### config.mk
export PLATFORM = sky130hd
export DESIGN_NAME = multicycle_control_unit
export DESIGN_NICKNAME = d
export VERILOG_FILES = /design/src/rtl/multicycle_control_unit.sv
export SDC_FILE = /design/constraint.sdc
export NUM_CORES = 1
export LEC_CHECK = 0
export CELL_PAD_IN_SITES_DETAIL_PLACEMENT = 1
export CELL_PAD_IN_SITES_GLOBAL_PLACEMENT = 1
export CORE_MARGIN = 2
export CORE_UTILIZATION = 38
export DETAILED_ROUTE_END_ITERATION = 16
export PLACE_DENSITY = 0.9
export SLEW_MARGIN = 30
export SYNTH_ARGS = -nofsm -noshare
export SYNTH_HDL_FRONTEND = slang
export SYNTH_SLANG_ARGS = --single-unit
### constraint.sdc
create_clock -name clk_i -period 2.85 [get_ports clk_i]
set_clock_uncertainty 0.2 [all_clocks]
set_input_delay 0.7125 -clock clk_i [delete_from_list [all_inputs] [get_ports clk_i]]
set_output_delay 0.7125 -clock clk_i [all_outputs]
set_load 0.01 [all_outputs]
### src/rtl/multicycle_control_unit.sv
// Multi-cycle MIPS control FSM: sequences fetch/decode/execute/memory/writeback,
// with a memory-ready handshake, wait timeout, illegal-opcode trap and retire counter.
module multicycle_control_unit #(
  parameter int unsigned OPCODE_W    = 6,
  parameter int unsigned ALUOP_W     = 3,
  parameter int unsigned MEM_TIMEOUT = 15,
  parameter int unsigned ENABLE_SLTI = 1,
  parameter int unsigned CNT_W       = 16
) (
  input  logic                clk_i,
  input  logic                rst_i,
  input  logic [OPCODE_W-1:0] opcode_i,
  input  logic                mem_ready_i,
  output logic                pc_write_o,
  output logic                pc_write_cond_o,
  output logic                pc_source_o,
  output logic                ir_write_o,
  output logic                iord_o,
  output logic                mem_read_o,
  output logic                mem_write_o,
  output logic                mem_to_reg_o,
  output logic                reg_dst_o,
  output logic                reg_write_o,
  output logic                alu_src_a_o,
  output logic [1:0]          alu_src_b_o,
  output logic [ALUOP_W-1:0]  alu_op_o,
  output logic [3:0]          state_o,
  output logic                instr_done_o,
  output logic                err_o,
  output logic [CNT_W-1:0]    retired_o
);

  localparam int unsigned WaitW = (MEM_TIMEOUT > 0) ? $clog2(MEM_TIMEOUT + 1) : 1;
  localparam logic [WaitW-1:0] WaitLimit = WaitW'(MEM_TIMEOUT);

  localparam logic [OPCODE_W-1:0] OpRtype = '0;
  localparam logic [OPCODE_W-1:0] OpLw    = OPCODE_W'(4);
  localparam logic [OPCODE_W-1:0] OpSw    = OPCODE_W'(5);
  localparam logic [OPCODE_W-1:0] OpBeq   = OPCODE_W'(6);
  localparam logic [OPCODE_W-1:0] OpAddi  = OPCODE_W'(7);

  localparam logic [ALUOP_W-1:0] AluFunct = '0;
  localparam logic [ALUOP_W-1:0] AluSub   = ALUOP_W'(1);
  localparam logic [ALUOP_W-1:0] AluSlt   = ALUOP_W'(2);
  localparam logic [ALUOP_W-1:0] AluAdd   = ALUOP_W'(3);

  typedef enum logic [3:0] {
    StFetch   = 4'd0,
    StDecode  = 4'd1,
    StMemAddr = 4'd2,
    StMemRd   = 4'd3,
    StMemWb   = 4'd4,
    StMemWr   = 4'd5,
    StExecR   = 4'd6,
    StRWb     = 4'd7,
    StBranch  = 4'd8,
    StExecI   = 4'd9,
    StIWb     = 4'd10,
    StError   = 4'd15
  } state_e;

  state_e              state_q, state_d;
  logic [OPCODE_W-1:0] opq_q, opq_d;
  logic [WaitW-1:0]    wait_q, wait_d;
  logic [CNT_W-1:0]    retired_q, retired_d;
  logic                wait_state;
  logic                timed_out;
  logic                instr_done;

  assign wait_state = (state_q == StFetch) || (state_q == StMemRd) || (state_q == StMemWr);
  // A ready on the limit cycle still completes the access.
  assign timed_out  = (MEM_TIMEOUT != 0) && !mem_ready_i && (wait_q == WaitLimit);

  always_comb begin
    state_d = state_q;
    opq_d   = opq_q;
    case (state_q)
      StFetch: begin
        if (mem_ready_i)    state_d = StDecode;
        else if (timed_out) state_d = StError;
      end
      StDecode: begin
        opq_d = opcode_i;
        if (opcode_i == OpRtype)                        state_d = StExecR;
        else if ((opcode_i == OpLw) || (opcode_i == OpSw)) state_d = StMemAddr;
        else if (opcode_i == OpBeq)                     state_d = StBranch;
        else if (opcode_i == OpAddi)                    state_d = StExecI;
        else if (ENABLE_SLTI != 0)                      state_d = StExecI;
        else                                            state_d = StError;
      end
      StMemAddr: state_d = (opq_q == OpLw) ? StMemRd : StMemWr;
      StMemRd: begin
        if (mem_ready_i)    state_d = StMemWb;
        else if (timed_out) state_d = StError;
      end
      StMemWb: state_d = StFetch;
      StMemWr: begin
        if (mem_ready_i)    state_d = StFetch;
        else if (timed_out) state_d = StError;
      end
      StExecR:  state_d = StRWb;
      StRWb:    state_d = StFetch;
      StBranch: state_d = StFetch;
      StExecI:  state_d = StIWb;
      StIWb:    state_d = StFetch;
      StError:  state_d = StError;
      default:  state_d = StFetch;
    endcase
  end

  always_comb begin
    wait_d = wait_q;
    if (state_d != state_q) begin
      wait_d = '0;
    end else if (wait_state && !mem_ready_i && (wait_q != WaitLimit)) begin
      wait_d = wait_q + WaitW'(1);
    end
  end

  assign instr_done = (state_q == StMemWb) || (state_q == StRWb) || (state_q == StBranch) ||
                      (state_q == StIWb) || ((state_q == StMemWr) && mem_ready_i);

  always_comb begin
    retired_d = retired_q;
    if (instr_done) retired_d = retired_q + CNT_W'(1);
  end

  always_ff @(posedge clk_i) begin
    if (rst_i) begin
      state_q   <= StFetch;
      opq_q     <= '0;
      wait_q    <= '0;
      retired_q <= '0;
    end else begin
      state_q   <= state_d;
      opq_q     <= opq_d;
      wait_q    <= wait_d;
      retired_q <= retired_d;
    end
  end

  always_comb begin
    pc_write_o      = 1'b0;
    pc_write_cond_o = 1'b0;
    pc_source_o     = 1'b0;
    ir_write_o      = 1'b0;
    iord_o          = 1'b0;
    mem_read_o      = 1'b0;
    mem_write_o     = 1'b0;
    mem_to_reg_o    = 1'b0;
    reg_dst_o       = 1'b0;
    reg_write_o     = 1'b0;
    alu_src_a_o     = 1'b0;
    alu_src_b_o     = 2'b00;
    alu_op_o        = AluFunct;
    case (state_q)
      StFetch: begin
        mem_read_o  = 1'b1;
        alu_src_b_o = 2'b01;
        alu_op_o    = AluAdd;
        ir_write_o  = mem_ready_i;
        pc_write_o  = mem_ready_i;
      end
      StDecode: begin
        alu_src_b_o = 2'b11;
        alu_op_o    = AluAdd;
      end
      StMemAddr: begin
        alu_src_a_o = 1'b1;
        alu_src_b_o = 2'b10;
        alu_op_o    = AluAdd;
      end
      StMemRd: begin
        mem_read_o = 1'b1;
        iord_o     = 1'b1;
      end
      StMemWb: begin
        reg_write_o  = 1'b1;
        mem_to_reg_o = 1'b1;
      end
      StMemWr: begin
        mem_write_o = 1'b1;
        iord_o      = 1'b1;
      end
      StExecR: alu_src_a_o = 1'b1;
      StRWb: begin
        reg_write_o = 1'b1;
        reg_dst_o   = 1'b1;
      end
      StBranch: begin
        alu_src_a_o     = 1'b1;
        alu_op_o        = AluSub;
        pc_write_cond_o = 1'b1;
        pc_source_o     = 1'b1;
      end
      StExecI: begin
        alu_src_a_o = 1'b1;
        alu_src_b_o = 2'b10;
        alu_op_o    = (opq_q == OpAddi) ? AluAdd : AluSlt;
      end
      StIWb: reg_write_o = 1'b1;
      default: ;
    endcase
  end

  assign state_o      = state_q;
  assign instr_done_o = instr_done;
  assign err_o        = (state_q == StError);
  assign retired_o    = retired_q;

endmodule

======== Yosys cells after proc, flatten, opt, wreduce, memory -nomap -nowiden ========
Index checks and enable logic that the tools add are counted.
word-level totals
  register bits ........................... 30
  bits in latches ......................... 0
  memory bits (writable) .................. 0
  memory bits (read-only) ................. 0
  input bits .............................. 9
  memories kept ........................... 0
cells by class
  $add $sub $neg .......................... 2
  $mul .................................... 0
  div/mod/pow operators ................... 0
  $lt $le $gt $ge ......................... 0
  eq/ne operators ......................... 19
  shifts and indexed selects .............. 0
  muxes and demuxes ....................... 21
  bitwise gates (word level) .............. 0
  reduce and logical (&&, ||, !) cells .... 21
operator list
  operator               count
  $pmux 4 s8             1
  $eq 6x3->1 const B     5
  $mux 4                 6
  $eq 4x4->1 const B     5
  $add 16x1->16 const B  1
  $eq 4x3->1 const B     4
  $pmux 2 s3             2
  $mux 1                 11
  $eq 4x2->1 const B     2
  $reduce_or 2->1        4
  $logic_or 1x1->1       7
  $logic_not 6->1        1
  $reduce_or 3->1        2
  $add 4x1->4 const B    1
  $eq 4x1->1 const B     1
  $logic_and 1x1->1      4
  $logic_not 4->1        1
  $ne 4x4->1             1
  $ne 4x4->1 const B     1
  $reduce_or 4->1        1
  $mux 3                 1
  $logic_not 1->1        1

======== Depth between registers and ports, before layout ========
  depth after elaboration ................. 7
  mapped depth ............................ 8
  gate-level depth less buffers ........... 6

======== Least setup slack after synthesis ========
OpenSTA, ideal clock, no wires.
  kind .................................... flip-flop to output port
  start ................................... register state_q[1], in the netlist state_o[1]
  end ..................................... output pc_write_o
  arrival time ............................ 1.659 ns
  data required time ...................... 1.938 ns
  path slack .............................. 0.279 ns
  stages on the path, launching flop included .. 6
  path buffers ............................ 3
  path through ............................ dfxtp_1 buf_2 clkbuf_1 or2_2 nor4_1 buf_4
on the way
  word-level cells in the longest chain between the ends .. 2
ends and longest elaborated chain
  what                    RTL line  source
  start, declared         62        state_e state_q, state_d;
  start signal, assigned  130       state_q <= StFetch;
  start signal, assigned  135       state_q <= state_d;
  $logic_not 4->1         --
  $mux 1                  --
  end, declared           14        output logic pc_write_o,
Every way passes these cells.

======== Worst setup path in the final report ========
  start ................................... register state_q[1], in the netlist state_o[1]
  end ..................................... output iord_o
on the way
  word-level cells in the longest chain between the ends .. 3
  elaborated cells on any way between the ends .. 4
  those cells by class .................... eq/ne (2); mux (1); reduce/logical (1)
ends and longest elaborated chain
  what                                             RTL line  source
  $eq 4x2->1 / $eq 4x3->1 (equally long branches)  156       case (state_q)
  $reduce_or 2->1 (no line) (*)                    --
  $mux 1 (*)                                       156
  end, declared                                    18        output logic iord_o,
Every way passes the cells marked *; elsewhere a longest branch is shown, timed or not.

==> results.yml <==
run_status:
  status: "finished clean"
floorplan:
  design.core.area_um2: 4692
  dieWidth_um: 73.60
  chipHeight_um: 73.60
  num_rows: 25
  design.portCount: 47
  die_area_um2: 5416
  floorplan.initialDensity_pct: 39.23
place:
  numPlacedInstances: 333
  hpwlAfterDp_um: 4155
  place.port_buffers: 45
  place_worst_setup_slack_ps: -365.7
  gpl_congestion: 0.8055
setup_path:
  critPathMaxFanout: 11
  timing.critical_path.arrival_ps: 1870
  crit-reg2reg-capture: "wait_q[1]$_SDFFE_PP0P_"
  critical_path.startpoint_type: "register"
  worst-r2r-cell-count: 6
  critical_path_class: "reg2out"
  wp_data_required_ps: 1940
  worst_r2r_startpoint: "state_o[1]$_SDFF_PP0_"
  timing.reg2reg.setup_slack_ps: 620
  crit_path_end_kind: "output port"
logic_synthesis:
  primary_ff_master_synth: "dfxtp_1"
  yosys.area_share.xor_xnor_pct: 2.379
  async_flop_share_pct: 0
  synth_enable_flop_cells: 0
  synth_seq_area_share_pct: 32.63
  post_synth_and_or_nand_nor_area_fraction_pct: 27.53
  synth_mux_area_share_pct: 6.186
  synth_adder_area_share_pct: 1.903
  synthesis.instances: 238
  synth-seq-cells: 30
  synth_compound_gate_area_share_pct: 21.41
  synth_top_family_by_area: "simple AND/OR/NAND/NOR gates"
  yosys_warnings: 0
  postSynthAreaPerCell_um2: 7.733
  synth_cell_types: 46
  netlist_area_um2: 1841
  mappedNetlistNets: 249
timing:
  setup_ws_ps: 67.74
  final.setup.tns_ps: 0
  max_freq_ghz: 0.3594
  drv_slew: 0
  final_hold_vios: 0
  grt_setup_unrepaired: "no"
  finalSetupViolCount: 0
  finalHoldWorstSlack_ps: 292.0
  period_minus_slack_ps: 2782
  worstMarginPinSlew_ps: 586.2
  share_of_the_clock_period_used_by_the_worst_path_after_layout_pct: 97.62
  relSlewSlack_pct: 60.71
grt:
  grt_usage_pct: 23.20
  grtUsageMet3_pct: 4.938
  grt_pass1_vias: 2019
  grt_overflow: 0
  pin_count_of_the_biggest_net_entering_global_routing: 29
  global_route.usage.met1_pct: 30.84
  grt_first_pass_wirelength_um: 9708
  grt_use_met2_pct: 36.31
  number_of_antenna_violations_at_the_first_check_in_global_routing: 0
  grt_busiest_layer: "met2"
routing:
  drcViolationCount: 0
  vias_per_cell: 5.877
  post_drt_wl_per_cell_um: 16.98
  via_count: 2004
  pre_antenna_drt_iters: 4
  route.antenna.remaining_nets: 0
  overall_routed_net_length_um: 5789
  drtIter0Drc: 146
clock_network:
  clk_path_buf_depth: 2
  cts_num_sinks: 30
  htree_levels: 2
  postCtsHoldBufs: 0
  clock_tree.root_cell: "clkbuf_8"
  clock_tree_from_tritoncts: "yes"
  tritoncts.num_buffers: 5
  insertion_delay_ps: 290
  post_cts.repair.setup_buffers: 0
  clk_pin_slew_ps: 70
pwr:
  p_per_area_nw_per_um2: 468.3
  max-vdd-ir-drop_uv: 264.0
  leakage_nw: 0.8929
hold_path:
  hold_path_startpoint: "retired_o[15]$_SDFFE_PP0P_"
  min_path_type: "reg2reg"
  worst_hold_path.num_cells: 2
  hold_path_end: "retired_o[15]$_SDFFE_PP0P_"
final_layout:
  final_cells: 341
  design.final.nets: 297
  mostFrequentLayoutCell: "clkdlybuf4s50_1"
  layout_common_cells: "clkdlybuf4s50_1, nor2_1, dfxtp_1"
  flow.area_growth_from_synthesis_pct: 35.69
  post_route_cells_drive_above_1_share_pct: 14.29
  num-fill-cells: 592
  finish.utilization_pct: 53.23
  diode_insertion_count_for_antenna_repair: 0
run:
  cap_viol_max_count: 0
==> worst max path at each step <==
stage | from | cells after the start | slack (ps) | to
floorplan | state_o[1]$_SDFF_PP0_ | 5 | 280 | pc_write_o
global placement | mem_ready_i | 5 | -310 | ir_write_o
detailed placement | mem_ready_i | 5 | -370 | ir_write_o
CTS | mem_ready_i | 6 | 3 | instr_done_o
global route | state_o[1]$_SDFF_PP0_ | 5 | 10 | instr_done_o
finish | state_o[1]$_SDFF_PP0_ | 4 | 70 | iord_o
==> metal layers <==
layer | wire (µm) | vias to the layer above | part of all wire [%]
li1 | - | 962 | -
met1 | 2596 | 978 | 45
met3 | 279 | 9 | 4.8
met2 | 2810 | 55 | 49
met5 | 0 | - | 0
met4 | 102 | 0 | 1.8
==> what timing repair did <==
action,CTS,global route
gates resized for setup,7,10
pin swaps,1,0
gates cloned,0,0
endpoints found under the setup margin,6,6
==> cells by family after synthesis <==
| kind of cell | after synthesis |
|---|---|
| fa+ha+maj | 3 |
| simple gates | 96 |
| compound gates | 64 |
| mux | 11 |
| xor+xnor | 5 |
| flops | 30 |
| buf+inv | 28 |
| other cells | 1 |
==> flip-flops by register name, indices dropped and copies added (netlist names) <==
signal	cells
opq_q	6
wait_q	4
retired_o	16
state_o	4
==> stage by stage <==
stage / power [W] / area [µm²]
after detailed placement: 0.0007935 / 2362
after floorplan: 0.0006623 / 1841
after global placement: 0.0007816 / 2362
after CTS: 0.001170 / 2471
after global routing: 0.001231 / 2497
final: 0.001170 / 2497
==> cells in the mapped netlist, types with 2 or more instances <==
master	instances	share of area, %
dfxtp_1	30	33
or3_1	7	2.4
nand2_1	10	2.0
a21oi_1	20	5.4
o221ai_1	2	0.95
a211oi_1	2	0.82
clkbuf_1	8	1.6
mux2i_1	8	4.4
buf_4	5	2.0
and3_1	4	1.4
or4_1	9	3.7
nand3_1	11	3.0
a21boi_0	3	1.2
inv_1	9	1.8
nor2b_1	3	1.0
o21ai_0	17	4.6
buf_6	2	1.2
mux2_2	3	1.8
ha_1	2	1.4
nor2_1	31	6.3
nor4_1	3	1.0
a31oi_1	4	1.4
nor3_1	3	0.82
o31ai_1	8	3.3
buf_2	3	0.82
xor2_1	4	1.9
nand4_1	8	2.7
==> critical path, stage by stage (launching register included) <==
cell,delay (ps)
dfxtp_1,500
buf_4,250
xor2_1,140
and3_1,160
clkdlybuf4s50_1,530
==> where the power goes <==
group | internal (W) | switching [W] | total (W) | leakage (nW)
clock | 0.000194 | 0.000178 | 0.000372 | 0.0472
sequential | 0.000438 | 0.0000245 | 0.000463 | 0.244
combinational | 0.000160 | 0.000175 | 0.000335 | 0.602
==> layout make-up <==
cell class | instances | area, µm² | share of cell area [%]
flip-flops and latches | 30 | 605.6 | 24.25
repair buffers | 60 | 568.0 | 22.75
clock inverters | 2 | 12.51 | 0.5010
clock buffers | 6 | 82.58 | 3.307
well taps | 54 | 67.56 | 2.705
inverters | 9 | 33.78 | 1.353
multi-input cells | 180 | 1127 | 45.14
Power figures use the tool's default switching activity.
